$ cat src/rtl/uart_rx.sv
// uart_rx: oversampling UART receiver, 3-sample majority vote per bit.
// Frame: start(0), width data bits LSB first, optional parity, stop(1).
module uart_rx #(
   parameter int width = 8
) (
   input  logic             CLK,
   input  logic             RST,
   input  logic             RX_IN,
   input  logic [5:0]       Prescale,
   input  logic             PAR_EN,
   input  logic             PAR_TYP,
   output logic [width-1:0] P_DATA,
   output logic             data_valid,
   output logic             par_err,
   output logic             stp_err
);

   localparam int BW = (width > 1) ? $clog2(width) : 1;
   localparam logic [BW-1:0] LAST_BIT = BW'(width - 1);

   typedef enum logic [2:0] {
      IDLE,
      START,
      DATA,
      PARITY,
      STOP
   } state_e;

   state_e           state_q, state_d;
   logic [1:0]       sync_q;
   logic             rx_s;
   logic [5:0]       edge_q, edge_d;
   logic [BW-1:0]    bit_q, bit_d;
   logic [5:0]       pre_q, pre_d;
   logic             pen_q, pen_d;
   logic             ptyp_q, ptyp_d;
   logic [2:0]       smp_q, smp_d;
   logic [width-1:0] shift_q, shift_d;
   logic             pfail_q, pfail_d;
   logic [width-1:0] pdata_q, pdata_d;
   logic             dv_q, dv_d;
   logic             perr_q, perr_d;
   logic             serr_q, serr_d;

   logic [5:0]       half;
   logic [5:0]       last_cnt;
   logic             bit_end;
   logic             bitv;
   logic             par_exp;

   always_ff @(posedge CLK or negedge RST) begin
      if (!RST) begin
         sync_q <= 2'b11;
      end else begin
         sync_q <= {sync_q[0], RX_IN};
      end
   end

   assign rx_s     = sync_q[1];
   assign half     = {1'b0, pre_q[5:1]};
   assign last_cnt = pre_q - 6'd1;
   assign bit_end  = (edge_q == last_cnt);
   assign bitv     = (smp_q[0] & smp_q[1])
                   | (smp_q[0] & smp_q[2])
                   | (smp_q[1] & smp_q[2]);
   // Expected parity bit: even parity, flipped for odd.
   assign par_exp  = (^shift_q) ^ ptyp_q;

   always_comb begin
      state_d = state_q;
      edge_d  = edge_q;
      bit_d   = bit_q;
      pre_d   = pre_q;
      pen_d   = pen_q;
      ptyp_d  = ptyp_q;
      smp_d   = smp_q;
      shift_d = shift_q;
      pfail_d = pfail_q;
      pdata_d = pdata_q;
      dv_d    = 1'b0;
      perr_d  = perr_q;
      serr_d  = serr_q;

      if (state_q != IDLE) begin
         edge_d = bit_end ? 6'd0 : edge_q + 6'd1;
         if (edge_q == half - 6'd1) smp_d[0] = rx_s;
         if (edge_q == half)        smp_d[1] = rx_s;
         if (edge_q == half + 6'd1) smp_d[2] = rx_s;
      end

      unique case (state_q)
         IDLE: begin
            if (!rx_s) begin
               state_d = START;
               edge_d  = 6'd0;
               bit_d   = '0;
               pre_d   = Prescale;
               pen_d   = PAR_EN;
               ptyp_d  = PAR_TYP;
               pfail_d = 1'b0;
               perr_d  = 1'b0;
               serr_d  = 1'b0;
            end
         end
         START: begin
            if (bit_end) state_d = bitv ? IDLE : DATA;
         end
         DATA: begin
            if (bit_end) begin
               shift_d[bit_q] = bitv;
               if (bit_q == LAST_BIT) begin
                  state_d = pen_q ? PARITY : STOP;
               end else begin
                  bit_d = bit_q + BW'(1);
               end
            end
         end
         PARITY: begin
            if (bit_end) begin
               pfail_d = (bitv != par_exp);
               state_d = STOP;
            end
         end
         STOP: begin
            if (bit_end) begin
               state_d = IDLE;
               perr_d  = pfail_q;
               serr_d  = !bitv;
               if (!pfail_q && bitv) begin
                  pdata_d = shift_q;
                  dv_d    = 1'b1;
               end
            end
         end
         default: state_d = IDLE;
      endcase
   end

   always_ff @(posedge CLK or negedge RST) begin
      if (!RST) begin
         state_q <= IDLE;
         edge_q  <= '0;
         bit_q   <= '0;
         pre_q   <= '0;
         pen_q   <= 1'b0;
         ptyp_q  <= 1'b0;
         smp_q   <= '0;
         shift_q <= '0;
         pfail_q <= 1'b0;
         pdata_q <= '0;
         dv_q    <= 1'b0;
         perr_q  <= 1'b0;
         serr_q  <= 1'b0;
      end else begin
         state_q <= state_d;
         edge_q  <= edge_d;
         bit_q   <= bit_d;
         pre_q   <= pre_d;
         pen_q   <= pen_d;
         ptyp_q  <= ptyp_d;
         smp_q   <= smp_d;
         shift_q <= shift_d;
         pfail_q <= pfail_d;
         pdata_q <= pdata_d;
         dv_q    <= dv_d;
         perr_q  <= perr_d;
         serr_q  <= serr_d;
      end
   end

   assign P_DATA     = pdata_q;
   assign data_valid = dv_q;
   assign par_err    = perr_q;
   assign stp_err    = serr_q;

endmodule

$ cat config.mk
export PLATFORM = sky130hd
export DESIGN_NAME = uart_rx
export DESIGN_NICKNAME = d
export VERILOG_FILES = /design/src/rtl/uart_rx.sv
export SDC_FILE = /design/constraint.sdc
export NUM_CORES = 1
export LEC_CHECK = 0
export ABC_CLOCK_PERIOD_IN_PS = 2780
export CORE_ASPECT_RATIO = 1.5
export CORE_UTILIZATION = 58
export CTS_CLUSTER_SIZE = 24
export DETAILED_ROUTE_END_ITERATION = 8
export GPL_TIMING_DRIVEN = 0
export PLACE_DENSITY = 0.8
export SLEW_MARGIN = 40
export SYNTH_ARGS = -nofsm -noshare
export SYNTH_HDL_FRONTEND = slang
export SYNTH_SLANG_ARGS = --single-unit
$ cat constraint.sdc
create_clock -name CLK -period 2.78 [get_ports CLK]
set_input_delay 0.278 -clock CLK [delete_from_list [all_inputs] [get_ports CLK]]
set_output_delay 0.278 -clock CLK [all_outputs]
set_load 0.02 [all_outputs]
; ---- Word-level counts from Yosys, hierarchy flattened
; Index checks and enable logic that the tools add are counted.
[totals]
ff_bits = 45
latch_bits = 0
mem_bits_rw = 0
mem_bits_ro = 0
in_bits = 11
output_inout_bits = 11
elab_cells = 97
mem_count = 0
[op_classes]
n_addsub = 5
n_mul = 0
n_div = 0
magnitude_cmp = 2
n_eq_ne = 17
shift = 0
muxes = 30
n_bitwise = 7
n_reduce_logical = 20
[op_table]
columns = cell, count
row1 = two-way mux 3 bit, 10
row2 = two-way mux 6 bit, 4
row3 = == test 6 bit, 3
row4 = one-hot mux 3 bit (5 select lines), 1
row5 = inequality test 2 bit (second input constant), 7
row6 = AND reduction 2 bit, 5
row7 = AND reduction 3 bit, 3
row8 = bitwise mux 8 bit, 1
row9 = two-way mux 1 bit, 8
row10 = parity 8 bit, 1
row11 = adder 5 x 1 -> 6 bit (second input constant), 1
row12 = adder 6 x 1 -> 6 bit (second input constant), 1
row13 = == test 3 x 2 -> 1 bit (second input constant), 2
row14 = == test 3 bit (second input constant), 2
row15 = == test 6 x 5 -> 1 bit, 1
row16 = one-hot mux 1 bit (2 select lines), 3
row17 = one-hot mux 3 bit (2 select lines), 1
row18 = AND reduction 6 bit, 1
row19 = nonzero test 2 bit, 3
row20 = subtractor 5 x 1 -> 6 bit (second input constant), 1
row21 = subtractor 6 x 1 -> 6 bit (second input constant), 1
row22 = less-than comparator 3 x 4 -> 1 bit (second input constant), 1
row23 = AND reduction 4 bit, 1
row24 = adder 3 x 1 -> 3 bit (second input constant), 1
row25 = 13 further kinds, 18

; ---- Depth between registers and ports, before layout
[depth]
ltp_word = 7
ltp_mapped = 9

; ---- Least setup slack after synthesis
; OpenSTA, ideal clock, no wires.
[synth_timing]
path_type = register to register
start = register pre_q[2]
end = register shift_q[0]
arrival_ps = 2155
t_required_ps = 2655
setup_slack_ps = 500
stages_incl_launch_ff = 10
n_path_buf = 2
path_cell_list = dfrtp_1 -> buf_2 -> inv_1 -> ha_1 -> nor3b_2 -> and3_1 -> o221ai_4 -> buf_4 -> nor3_1 -> mux2_2
[synth_via]
elab_chain_cells = 3
[synth_rtl]
columns = item, line_no
row1 = start: declaration, 34  ; logic [5:0] pre_q, pre_d;
row2 = start signal: assignment, 158  ; pre_q <= pre_d;
row3 = subtractor 6 x 1 -> 6 bit, 61  ; assign last_cnt = pre_q - 6'd1;
row4 = == test 6 bit, 62  ; assign bit_end = (edge_q == last_cnt);
row5 = AND reduction 2 bit (no line), -
row6 = end signal: assignment, 162  ; shift_q <= shift_d;
row7 = end: declaration, 38  ; logic [width-1:0] shift_q, shift_d;
; No other way between the ends.
; A chain may end at the register's enable or synchronous reset.

; ---- Final worst setup path
[layout_timing]
start = register pre_q[2]
end = register shift_q[5]
; Same word-level chain as after synthesis.

==> out/qor.csv <==
stage,metric,value,unit
sta,Slew HR,58.1,%
sta,hold slack,0.308,ns
clock_tree,Skew-Pair Late Insertion Delay,0.29,ns
placed_design,Final GP Congestion,0.880,
sta,RSZ-0062 raised after global routing,no,
sta,skew final,0.00438,ns
setup_path,Max stage delay on crit path,0.50,ns
placed_design,Area after DPL,3010,um2
route,Routed WL per cell,16.0,um
global_routing,GRT met1 Usage,27.2,%
yosys,synthesized area per cell,10.1,um2
sta,period utilization,95.8,%
placed_design,DP HPWL,4.12,mm
yosys,Synth Register Bits,45,
floorplan,IO Pins,22,
sta,Fin Setup TNS,0,ns
global_routing,met3 GRT Util,3.92,%
floorplan,die height,86.0,um
global_routing,number of global-route vias before repair,2044,
setup_path,Crit-path slowest cell,nor4b_1,
route,Initial DRC Count,97,
flow_run,max-cap violations,0,
clock_tree,CTS Buf Count,5,
clock_tree,clk sinks,45,
sta,FMAX,0.376,GHz
setup_path,crit path max fanout,10,
setup_path,critical path required time,2.96,ns
floorplan,std cell rows,30,
placed_design,Buffers on Ports,21,
pwr,Leak Pwr,1.35,nW
global_routing,largest net degree at the start of global routing,45,
yosys,syn nets,289,
setup_path,Worst Path Buf+Inv,2,
clock_tree,htree depth,2,
setup_path,critical path endpoint category,register,
pwr,maximum VDD drop,520,uV
pwr,power density cells,1020,nW/um2
floorplan,Initial Util,60.5,%
clock_tree,CTS Buffer Depth,2,
sta,Fin. Hold Viols,0,
setup_path,"critical path, cell by cell",buf_2 > inv_1 > ha_1 > nor3b_2 > and3_1 > o221ai_4 > nor4b_1 > mux2_2,
sta,Tmin final,2.66,ns
yosys,Cell variety after synth,54,
finish,"commonest non-fill, non-tap cells in the layout","dfrtp_1, nand2_1, mux2_2, clkdlybuf4s50_1, xnor2_1",
yosys,Ys Warns,0,
route,final wirelength,5.59,mm
yosys,sequential fraction of the synthesis area,41.4,%
outcome,status,"finished, final reports clean",
route,post-route ant nets,0,
clock_tree,Root Driver,clkbuf_8,
global_routing,antenna violations before repair,0,
pwr,Total Power,3.21,mW
hold_path,Hold Path Class,in2async,
sta,endpoints failing setup,0,
finish,Antenna Cells,0,
setup_path,cell family with most CP delay,simple AND/OR/NAND/NOR gates,
clock_tree,CTS tree,yes,
global_routing,Congestion Overflow GR,0,
route,drt drc,0,
global_routing,grt peak-use layer,met2,
global_routing,GRT Overall Usage,24.7,%
floorplan,Core Box Area,4500,um2
floorplan,die width,58.0,um
yosys,"top cells by area, synth","dfrtp_1, mux2_2, xnor2_1",
global_routing,first-pass GRT wire length,9.33,mm
finish,share of cells above drive strength 1,17.2,%
route,Vias/cell,6.01,
route,DR vias,2102,
yosys,Yosys top cell by area,dfrtp_1,
yosys,cell count after synthesis,271,
yosys,Mapped Area,2730,um2
setup_path,crit path DAT,2.85,ns
floorplan,die area,4980,um2
setup_path,Setup CP Type,reg2reg,
yosys,asr flop ratio synth,100,%
setup_path,Critical Path Source Type,register,
finish,"most common cell after layout, fill and taps aside",dfrtp_1,
route,first-pass detailed-route iteration total,5,
clock_tree,"Reg clk slew, reported paths",0.08,ns
sta,"Slew Viols, Final",0,
yosys,Post-synth EDFFs,0,
finish,area delta synth->final,15.2,%
yosys,Yosys top cell area share,39.5,%
finish,Nets,319,
finish,final instance area,3140,um2
yosys,top_reg_cell synth,dfrtp_1,
global_routing,GRT met2 Usage,46.2,%
sta,slew at the pin closest to its max-slew limit,0.613,ns
==> where the power goes <==
part | total (mW) | leakage (nW) | switching [mW] | internal (mW)
logic | 1.72 | 0.713 | 1.00 | 0.720
clock network | 0.503 | 0.0585 | 0.210 | 0.293
registers | 0.979 | 0.583 | 0.160 | 0.819
total | 3.21 | 1.35 | 1.37 | 1.83
==> per-stage QoR <==
| step | util (%) | worst slack, ns | cells |
|---|---|---|---|
| after floorplan | - | 0.500 | 271 |
| after detailed placement | 66.9 | 0.0968 | 341 |
| after global routing | 69.7 | 0.0141 | 350 |
| after CTS | 69.7 | 0.0873 | 350 |
| after global placement | 66.5 | 0.209 | 340 |
| final | 69.7 | 0.118 | 350 |
==> flip-flops by register name (all words and copies together), names as in the netlist <==
name and flops:
P_DATA 8, pre_q 6, ptyp_q 1, pfail_q 1
smp_q 3, bit_q 3, pen_q 1, state_q 3
sync_q 2, edge_q 6, par_err 1, stp_err 1
data_valid 1, shift_q 8
==> cell usage after synthesis (4+ instances only) <==
cell       n
dfrtp_1   43
nand2_1   38
mux2_2    21
xnor2_1   18
nor3_1    13
o21ai_0   11
nor2_1    10
xor2_1     9
clkbuf_1   7
ha_1       7
nand3_1    7
and3_1     5
inv_1      5
buf_2      4
mux2i_1    4
nor2b_1    4
nor4_1     4
nor4b_1    4
o211ai_1   4
==> metal layers <==
metal  wire (um)  share of wire [%]
met3         143                2.6
met5           0                  0
met4          71                1.3
met2        3230                 58
met1        2150                 38
==> cell type report <==
class                   count  area [um2]
plain buffers              19         103
clock buffers               7        86.3
clock inverters             1        30.0
fillers                   376        1370
inverters                   5        18.8
multi-input cells         202        1480
flip-flops and latches     45        1130
well taps                  48        60.1
repair buffers             23         238
==> logic make-up (layout without fill, tap and decap cells) <==
logic type      Yosys count  after routing  share of synthesized area [%]
fa+ha+maj                 8              8                           3.58
compound gates           35             35                           10.1
simple gates            106            106                           21.0
mux                      25             25                           10.1
xor+xnor                 28             28                           9.27
flops                    45             45                           41.4
buf+inv                  24             55                           4.45
==> repair_timing <==
action                    in CTS  in global routing
hold endpoints to repair      43                  0
hold buffers                   1                  0
resized for setup              0                  0
buffers inserted               0                  0
==> final timing paths <==
check / slack (ns) / start / cells after the start / endpoint
setup / recovery: 0.12 / pre_q[2] / 8 / shift_q[5]
hold / removal: 0.31 / RST / 2 / pre_q[5]
setup reg to reg: 0.12 / pre_q[2] / 8 / shift_q[5]
hold reg to reg: 0.36 / sync_q[0] / 0 / sync_q[1]
max in group asynchronous: 2.00 / RST / 3 / sync_q[1]
min in group CLK: 0.36 / sync_q[0] / 0 / sync_q[1]
No activity file was read; power rests on OpenSTA's default activity.
